<file path="config.mk">
export PLATFORM = sky130hd
export DESIGN_NAME = timer_event_scheduler
export DESIGN_NICKNAME = d
export VERILOG_FILES = /design/src/rtl/timer_event_scheduler.sv
export SDC_FILE = /design/constraint.sdc
export NUM_CORES = 1
export LEC_CHECK = 0
export ABC_AREA = 1
export CORE_ASPECT_RATIO = 1.1
export CORE_MARGIN = 3
export CORE_UTILIZATION = 45
export CTS_BUF_LIST = sky130_fd_sc_hd__clkbuf_4 sky130_fd_sc_hd__clkbuf_8
export DETAILED_ROUTE_END_ITERATION = 7
export PLACE_DENSITY = 0.64
export RECOVER_POWER = 25
export SLEW_MARGIN = 20
export SYNTH_ARGS = -nofsm -noshare
export SYNTH_HDL_FRONTEND = slang
export SYNTH_SLANG_ARGS = --single-unit
</file>
<file path="constraint.sdc">
create_clock -name i_Clk -period 2.7 [get_ports i_Clk]
set_input_delay 0.81 -clock i_Clk [delete_from_list [all_inputs] [get_ports i_Clk]]
set_output_delay 0.81 -clock i_Clk [all_outputs]
set_load 0.05 [all_outputs]
</file>
<file path="src/rtl/timer_event_scheduler.sv">
// rtl/timer_event_scheduler.sv - multi-channel tick timer with round-robin event port
//
// One shared prescaler produces a base tick every CLOCK_FREQ_HZ/TICK_HZ clocks.
// NUM_CH channels count ticks against programmable periods (periodic or one-shot).
// Each expiry pulses o_Expire and sets a pending flag. Pending flags are drained
// one at a time through a valid/ready event port by a round-robin arbiter.
//
// Ports:
//   i_Clk          system clock
//   i_Rst_n        asynchronous active-low reset
//   i_Cfg_Wr       one-cycle config write strobe
//   i_Cfg_Ch       channel being configured
//   i_Cfg_Period   period in ticks (0 = never expires)
//   i_Cfg_Enable   channel run enable
//   i_Cfg_Oneshot  1 = one-shot, 0 = periodic
//   o_Tick         base tick pulse, one cycle
//   o_Expire       per-channel expiry pulse, one cycle
//   o_Pending      per-channel pending-event flags
//   o_Overrun      per-channel sticky lost-event flags
//   o_Evt_Valid    event available
//   o_Evt_Ch       channel of the presented event
//   i_Evt_Ready    consumer accepts the event

module timer_event_scheduler #(
  parameter int CLOCK_FREQ_HZ = 25_000_000,
  parameter int TICK_HZ       = 1000,
  parameter int CH_W          = 2,
  parameter int CNT_W         = 16
) (
  input  logic                 i_Clk,
  input  logic                 i_Rst_n,
  input  logic                 i_Cfg_Wr,
  input  logic [CH_W-1:0]      i_Cfg_Ch,
  input  logic [CNT_W-1:0]     i_Cfg_Period,
  input  logic                 i_Cfg_Enable,
  input  logic                 i_Cfg_Oneshot,
  output logic                 o_Tick,
  output logic [2**CH_W-1:0]   o_Expire,
  output logic [2**CH_W-1:0]   o_Pending,
  output logic [2**CH_W-1:0]   o_Overrun,
  output logic                 o_Evt_Valid,
  output logic [CH_W-1:0]      o_Evt_Ch,
  input  logic                 i_Evt_Ready
);

  localparam int NUM_CH   = 2**CH_W;
  localparam int PRESCALE = CLOCK_FREQ_HZ / TICK_HZ;
  localparam int PS_W     = (PRESCALE > 1) ? $clog2(PRESCALE) : 1;
  localparam logic [PS_W-1:0] PS_LAST = PS_W'(PRESCALE - 1);

  // ---------------------------------------------------------------------------
  // Prescaler: tick is registered, so it is high in the cycle after the count
  // reaches PRESCALE-1, giving one pulse every PRESCALE clocks.
  // ---------------------------------------------------------------------------
  logic [PS_W-1:0] ps_q, ps_d;
  logic            tick_q, tick_d;

  always_comb begin
    ps_d   = (ps_q == PS_LAST) ? '0 : ps_q + 1'b1;
    tick_d = (ps_q == PS_LAST);
  end

  always_ff @(posedge i_Clk or negedge i_Rst_n) begin
    if (!i_Rst_n) begin
      ps_q   <= '0;
      tick_q <= 1'b0;
    end else begin
      ps_q   <= ps_d;
      tick_q <= tick_d;
    end
  end

  // ---------------------------------------------------------------------------
  // Channel state
  // ---------------------------------------------------------------------------
  logic [CNT_W-1:0]  period_q [NUM_CH];
  logic [CNT_W-1:0]  period_d [NUM_CH];
  logic [CNT_W-1:0]  cnt_q    [NUM_CH];
  logic [CNT_W-1:0]  cnt_d    [NUM_CH];
  logic [NUM_CH-1:0] en_q, en_d;
  logic [NUM_CH-1:0] os_q, os_d;
  logic [NUM_CH-1:0] pend_q, pend_d;
  logic [NUM_CH-1:0] ovr_q, ovr_d;
  logic [NUM_CH-1:0] exp_q, exp_d;

  // Arbiter state
  logic              valid_q, valid_d;
  logic [CH_W-1:0]   ch_q, ch_d;
  logic [CH_W-1:0]   last_q, last_d;

  logic              accept;
  logic [NUM_CH-1:0] accept_mask;

  always_comb begin
    accept              = valid_q & i_Evt_Ready;
    accept_mask         = '0;
    accept_mask[ch_q]   = accept;
  end

  // Channel next-state. A config write to a channel takes priority over a tick
  // arriving in the same cycle, so that channel does not advance.
  always_comb begin
    for (int i = 0; i < NUM_CH; i++) begin
      period_d[i] = period_q[i];
      cnt_d[i]    = cnt_q[i];
    end
    en_d  = en_q;
    os_d  = os_q;
    ovr_d = ovr_q;
    exp_d = '0;

    for (int i = 0; i < NUM_CH; i++) begin
      if (i_Cfg_Wr && (i_Cfg_Ch == CH_W'(i))) begin
        period_d[i] = i_Cfg_Period;
        en_d[i]     = i_Cfg_Enable;
        os_d[i]     = i_Cfg_Oneshot;
        cnt_d[i]    = '0;
        ovr_d[i]    = 1'b0;
      end else if (tick_q && en_q[i] && (period_q[i] != '0)) begin
        if (cnt_q[i] == period_q[i] - 1'b1) begin
          cnt_d[i] = '0;
          exp_d[i] = 1'b1;
          if (os_q[i]) begin
            en_d[i] = 1'b0;
          end
          // An event is lost only if the old one is still waiting and is not
          // leaving through the port on this very edge.
          if (pend_q[i] && !accept_mask[i]) begin
            ovr_d[i] = 1'b1;
          end
        end else begin
          cnt_d[i] = cnt_q[i] + 1'b1;
        end
      end
    end

    // A new expiry re-sets pending even when the old event is accepted now.
    pend_d = (pend_q & ~accept_mask) | exp_d;
  end

  // ---------------------------------------------------------------------------
  // Round-robin selection: first pending channel after the last grant.
  // ---------------------------------------------------------------------------
  logic [CH_W-1:0] pick;
  logic [CH_W-1:0] idx;
  logic            found;

  always_comb begin
    pick  = last_q;
    idx   = '0;
    found = 1'b0;
    for (int k = 1; k <= NUM_CH; k++) begin
      idx = last_q + CH_W'(k);
      if (!found && pend_q[idx]) begin
        pick  = idx;
        found = 1'b1;
      end
    end
  end

  // After a transfer valid drops for one cycle, so the next selection sees the
  // cleared pending flag and the updated grant pointer.
  always_comb begin
    valid_d = valid_q;
    ch_d    = ch_q;
    last_d  = last_q;
    if (accept) begin
      valid_d = 1'b0;
      last_d  = ch_q;
    end else if (!valid_q && found) begin
      valid_d = 1'b1;
      ch_d    = pick;
    end
  end

  always_ff @(posedge i_Clk or negedge i_Rst_n) begin
    if (!i_Rst_n) begin
      for (int i = 0; i < NUM_CH; i++) begin
        period_q[i] <= '0;
        cnt_q[i]    <= '0;
      end
      en_q    <= '0;
      os_q    <= '0;
      pend_q  <= '0;
      ovr_q   <= '0;
      exp_q   <= '0;
      valid_q <= 1'b0;
      ch_q    <= '0;
      last_q  <= CH_W'(NUM_CH - 1);
    end else begin
      for (int i = 0; i < NUM_CH; i++) begin
        period_q[i] <= period_d[i];
        cnt_q[i]    <= cnt_d[i];
      end
      en_q    <= en_d;
      os_q    <= os_d;
      pend_q  <= pend_d;
      ovr_q   <= ovr_d;
      exp_q   <= exp_d;
      valid_q <= valid_d;
      ch_q    <= ch_d;
      last_q  <= last_d;
    end
  end

  assign o_Tick      = tick_q;
  assign o_Expire    = exp_q;
  assign o_Pending   = pend_q;
  assign o_Overrun   = ovr_q;
  assign o_Evt_Valid = valid_q;
  assign o_Evt_Ch    = ch_q;

endmodule

</file>
# ---- Word level (Yosys, flattened, before mapping)
# Index checks and enable logic that the tools add are counted.
dict set report word_totals {
  reg_bits 169
  out_inout_bits 16
  wordCells 196
}
dict set report op_classes {
  addsub 12
  order_cmp 6
  eq_ne 8
  mux 77
  bitwise 6
  reduce_logical 60
}
# op n
set ops {}
lappend ops {{2-to-1 mux 16 bit} 12}
lappend ops {{adder 16 x 1 -> 16 bit, second input constant} 4}
lappend ops {{== test 16 bit} 4}
lappend ops {{nonzero test 16 bit} 4}
lappend ops {{subtractor 16 x 1 -> 16 bit, second input constant} 4}
lappend ops {{2-to-1 mux 1 bit} 55}
lappend ops {{nonzero test 2 bit} 17}
lappend ops {{AND reduction 3 bit} 8}
lappend ops {{logical AND 1 bit} 21}
lappend ops {{adder 15 x 1 -> 15 bit, second input constant} 1}
lappend ops {{== test 15 bit, second input constant} 1}
lappend ops {{< comparator 2 x 3 -> 1 bit, second input constant} 5}
lappend ops {{2-to-1 mux 15 bit} 1}
lappend ops {{bitwise AND 4 bit} 2}
lappend ops {{binary-select mux 1 bit (select 2 bit)} 4}
lappend ops {{zero test 1 bit} 8}
lappend ops {{2-to-1 mux 2 bit} 4}
lappend ops {{adder 2 bit, second input constant} 2}
lappend ops {{== test 2 bit, second input constant} 2}
lappend ops {{inverter 4 bit} 1}
lappend ops {{OR 4 bit} 1}
lappend ops {{adder 2 x 1 -> 2 bit, second input constant} 1}
lappend ops {{demux 1 bit (select 2 bit)} 1}
lappend ops {{== test 2 x 1 -> 1 bit, second input constant} 1}
lappend ops {{5 further kinds} 5}

# ---- Depth between registers and ports, before layout
dict set report depth {
  word_depth 16
  mapped_depth 17
}

# ---- Worst setup path after synthesis
# Ideal clock, no wire load.
dict set report synth_timing {
  kind {flip-flop to flip-flop}
  start {reg period_q[0] (netlist name)}
  end {reg cnt_q[5] (netlist name)}
  setup_time_ns 0.117
  arrival_time_ns 1.817
  slack_ns 0.765
  stages_incl_launch_ff 16
  n_path_buf 1
  period_less_slack_ns 1.935
  cell_sequence {dfrtp_1 -> inv_1 -> ha_1 -> nand2_1 -> nor2_2 -> nand2_1 -> nand2_1 -> nand2_1 -> nand2_1 -> and2_1 -> nand2_1 -> nor2_1 -> nand4_2 -> buf_4 -> nand3_1 -> nand2_1}
}
dict set report synth_between {
  elab_chain_len 5
}
# item line_no
set synth_rtl {}
lappend synth_rtl {{start, declared} 76} ;# logic [CNT_W-1:0] period_q [NUM_CH];
lappend synth_rtl {{start signal, assigned by index} 192} ;# period_q[i] <= period_d[i];
lappend synth_rtl {{subtractor 16 x 1 -> 16 bit} 120} ;# if (cnt_q[i] == period_q[i] - 1'b1) begin
lappend synth_rtl {{== test 16 bit} 120}
lappend synth_rtl {{2-to-1 mux 16 bit} 120}
lappend synth_rtl {{2-to-1 mux 16 bit} 119} ;# end else if (tick_q && en_q[i] && (period_q[i] != '0)) begin
lappend synth_rtl {{2-to-1 mux 16 bit} 113} ;# if (i_Cfg_Wr && (i_Cfg_Ch == CH_W'(i))) begin
lappend synth_rtl {{end signal, assigned by index} 193} ;# cnt_q[i] <= cnt_d[i];
lappend synth_rtl {{end, declared} 78} ;# logic [CNT_W-1:0] cnt_q [NUM_CH];
# Several ways; a longest one is shown, not always the timed one. The select of a mux whose other input is x is not followed.
# A chain may end at the register's enable or synchronous reset.

# ---- Worst setup path after layout
dict set report layout_timing {
  start {reg pend_q[1] (netlist: o_Pending[1])}
  end {out o_Pending[1]}
}
# item line_no
set layout_lines {}
lappend layout_lines {{start, declared} 82} ;# logic [NUM_CH-1:0] pend_q, pend_d;
lappend layout_lines {{start signal, assigned} 197} ;# pend_q <= pend_d;
lappend layout_lines {{end, declared} 39} ;# output logic [2**CH_W-1:0] o_Pending,
# No word-level cell between the ends.

==> flow_metrics.tcl <==
set metrics [dict create \
    antenna-diode-count 0 \
    power_density_nw_per_um2 560 \
    criticalPathCategory "reg -> out" \
    p_leak_uw 0.00603 \
    fin_area_um2 12300 \
    drt_first_iter_violations 625 \
    fin_worst_skew_ns 0.0141 \
    postSynthCellCount 1566 \
    failing_checks "max-capacitance violations, max-slew violations" \
    io_pins 40 \
    run_status "finished with violations" \
    placed_cell_area_um2 11900 \
    finalNetCount 1653 \
    irDropWorstVdd_uv 511 \
    drive_above_1_share_pct 8.15 \
    critPathArrivalTime_ns 1.82 \
    hpwlAfterDp_mm 22.2 \
    gp_congestion 0.922 \
    die_h_um 170 \
    synth_fa_ha_area_share_pct 1.13 \
    normalized_max_slew_margin_pct -15.5 \
    layout-area-overhead-vs-synth_pct 11.0 \
    finalSetupTns_ns 0 \
    fin_crit_sh_pct 97.3 \
    synth.ff_latch_count 169 \
    power_frac_seq_pct 44.5 \
    clock_latency_ns 0.47 \
    netSwitchingFraction_pct 38.3 \
    synth-edff-count 0 \
    synth.cell_area_um2 11000 \
    compound_cell_area_share_of_the_yosys_netlist_pct 7.08 \
    synthesis.area_per_instance_um2 7.05 \
    synthArstFlopShare_pct 100 \
    clock_path_buffers 2 \
    endpoint_type_of_the_worst_setup_path "output pin" \
    combinational_family_with_the_most_area_after_synthesis "simple AND/OR/NAND/NOR gates" \
    grt_overflow 0 \
    yosys_warning_count 0 \
    power.internal_uw 4240 \
    critical_path.slowest_cell "sky130_fd_sc_hd__clkdlybuf4s50_1" \
    post-route-min-period_ns 2.63 \
    synth_xor_xnor_area_share_pct 8.70 \
    hold-path-endpoint "o_Overrun[2]$_DFFE_PN0P_" \
    timing.final.hold_violations 0 \
    die_area_um2 26500 \
    viasPerCell 5.13 \
    worst_setup_path_start_kind "flip-flop" \
    yosys.area_share.simple_pct 36.5 \
    antenna_found_initial 0 \
    synth.lib_cells_used.distinct 45 \
    route.detailed.drc 0 \
    floorplan.initialDensity_pct 46.2 \
    syn_nets 1600 \
    drv.max_cap_violation_count 1 \
    min_path_type "reg -> reg" \
    timing.critical_path.cells "clkdlybuf4s50_1" \
    cts_root_buffer "sky130_fd_sc_hd__clkbuf_8" \
    muxShareOfSynthArea_pct 0 \
    grt_max_degree 63 \
    hold_path_startpoint "o_Overrun[2]$_DFFE_PN0P_" \
    rr_endpoint "o_Pending[3]$_DFF_PN0_" \
    cp.required_ns 1.89 \
    cts_inserted_buffers 17 \
    cts_tree "yes" \
    deepest_level_of_the_cts_h_tree 4 \
    global_routing_usage_summed_across_all_routing_layers_pct 22.7 \
    seq_area_um2 4230 \
    setup_repair_after_global_routing_missed_its_margin "no" \
    rr_startpoint "period_q[0]$_DFFE_PN0P_" \
    combPwrFrac_pct 29.3 \
    worst-path-buf-inv 1 \
    maxClockFrequency_mhz 380 \
    ys_seq_area_share_pct 38.3 \
    routed-via-count 9934 \
    route.antenna.remaining_nets 0 \
    path_delay_family "buffers and inverters" \
    total_switching_power_uw 2630 \
    port-buffer-count 39 \
    final-setup-viol-count 0 \
    report.final.slew_viol_count 62 \
    hold_path_depth 2 \
    cts.reportedPaths.clkPinSlew_ns 0.10 \
    fillCellCount 2411 \
    synth_ff_type "sky130_fd_sc_hd__dfrtp_1" \
    routed_wl_mm 28.8 \
    cp_slowest_stage_delay_ns 0.85 \
    design.core.area_um2 23900 \
    worst-r2r-cell-count 14 \
    pre_cts_ws_ns 0.0958 \
    grt_pass1_wl_mm 48.6 \
    multi_input_area_um2 5920 \
    fp-row-count 59 \
    cp_max_fo 6 \
    clock_power_share_pct 26.2 \
    floorplan.die.width_um 155 \
    ff2ff_setup_slack_ns 0.35 \
    worst_slack_ns 0.0717 \
    first_global_vias 9764 \
    worst_pin_slew_ns 1.73 \
    finalHoldWorstSlack_ns 0.492 \
    post_cts.repair.setup_buffers 0 \
    routedWlPerCell_um 14.9 \
    numClockSinks 169 \
    firstDrtPassIters 5 \
]
## flip-flops by register name, summed over array words and instances, names as in the netlist
register,cells
cnt_q,64
en_q,4
last_q,2
o_Evt_Ch,2
o_Evt_Valid,1
o_Expire,4
o_Overrun,4
o_Pending,4
o_Tick,1
os_q,4
period_q,64
ps_q,15
## final cells by class
class	instances	area share, %
clock buffer	18	1.97
clock inverter	14	1.13
inverter	207	6.34
multi-input combinational	1163	48.3
sequential	169	34.5
tap	305	3.11
timing repair buffer	61	4.62
## power groups by stage
| stage | Clock (uW) | Sequential, uW | Combinational (uW) |
|---|---|---|---|
| 2_1_floorplan | 0 | 3130 | 1390 |
| 3_3_place_gp | 0 | 3100 | 1980 |
| 3_5_place_dp | 0 | 3100 | 2010 |
| 4_1_cts | 1840 | 3050 | 2020 |
| 5_1_grt | 1950 | 3090 | 2310 |
| 6_report | 1800 | 3060 | 2010 |
## cells in the mapped netlist (5+ instances only)
library cell,n,area [um^2]
sky130_fd_sc_hd__a21oi_1,20,100
sky130_fd_sc_hd__clkbuf_1,17,63.8
sky130_fd_sc_hd__nor3_1,21,105
sky130_fd_sc_hd__nand2_1,455,1710
sky130_fd_sc_hd__xnor2_1,29,254
sky130_fd_sc_hd__o21ai_1,13,65.1
sky130_fd_sc_hd__nand3b_1,15,113
sky130_fd_sc_hd__nor2_4,8,90.1
sky130_fd_sc_hd__nor2_1,180,676
sky130_fd_sc_hd__o21ai_0,96,480
sky130_fd_sc_hd__nor4_1,5,31.3
sky130_fd_sc_hd__nand3_1,117,586
sky130_fd_sc_hd__nor3_2,5,50.1
sky130_fd_sc_hd__inv_1,198,743
sky130_fd_sc_hd__nand4_1,32,200
sky130_fd_sc_hd__nand3_2,7,70.1
sky130_fd_sc_hd__inv_2,8,30.0
sky130_fd_sc_hd__xor2_1,77,674
sky130_fd_sc_hd__dfrtp_1,167,4180
sky130_fd_sc_hd__ha_1,10,125
sky130_fd_sc_hd__nand2_2,15,93.8
sky130_fd_sc_hd__o22ai_1,7,43.8
sky130_fd_sc_hd__nor2_2,15,93.8
## kinds of logic (layout without fill, tap and decap cells)
logic type	count (synthesis)	count (layout)
and+or+nand+nor	897	897
buffers and inverters	234	300
adders and majority gates	10	10
xor gates and xnor gates	108	108
AOI/OAI and AO/OA	148	148
DFF	169	169
## routing by layer
metal	share of wire, %	global-route usage (%)
met5	0	0
met4	1.8	6.55
met3	3.5	2.39
met2	48	39.1
met1	47	30.4
## cell usage in the layout, fill, tap and decap left out, drive strengths merged, types with 20 or more instances in the layout
| master | count |
|---|---|
| clkdlybuf4s50 | 38 |
| o21ai | 109 |
| xnor2 | 29 |
| inv | 212 |
| a21oi | 20 |
| nor2 | 205 |
| nand3 | 124 |
| dfrtp | 167 |
| xor2 | 79 |
| clkbuf | 22 |
| nor3 | 28 |
| nand2 | 472 |
| nand4 | 33 |
## how the worst max path moves through the flow
| stage | depth (start not counted) | startpoint | end | slack, ns |
|---|---|---|---|---|
| after global routing | 1 | o_Pending[1]$_DFF_PN0_ | o_Pending[1] | 0.04 |
| final | 1 | o_Pending[1]$_DFF_PN0_ | o_Pending[1] | 0.07 |
| after global placement | 9 | i_Cfg_Ch[0] | cnt_q[45]$_DFFE_PN0P_ | 0.14 |
| after CTS | 1 | o_Pending[1]$_DFF_PN0_ | o_Pending[1] | 0.07 |
| after floorplan | 15 | period_q[0]$_DFFE_PN0P_ | cnt_q[5]$_DFFE_PN0P_ | 0.77 |
| after detailed placement | 7 | i_Cfg_Ch[0] | cnt_q[13]$_DFFE_PN0P_ | 0.1 |
## metrics by stage
stage	instances	total power, uW	utilization (%)
floorplan	1566	4510	-
global placement	1905	5070	49.8
detailed placement	1905	5110	49.8
CTS	1937	6910	51.3
global route	1937	7340	51.2
finish	1937	6870	51.2
## repair_timing
item	CTS	global route
endpoints found under the setup margin	0	13
hold buffers	0	0
resized for setup	0	3
No activity file was read; power rests on OpenSTA's default activity.
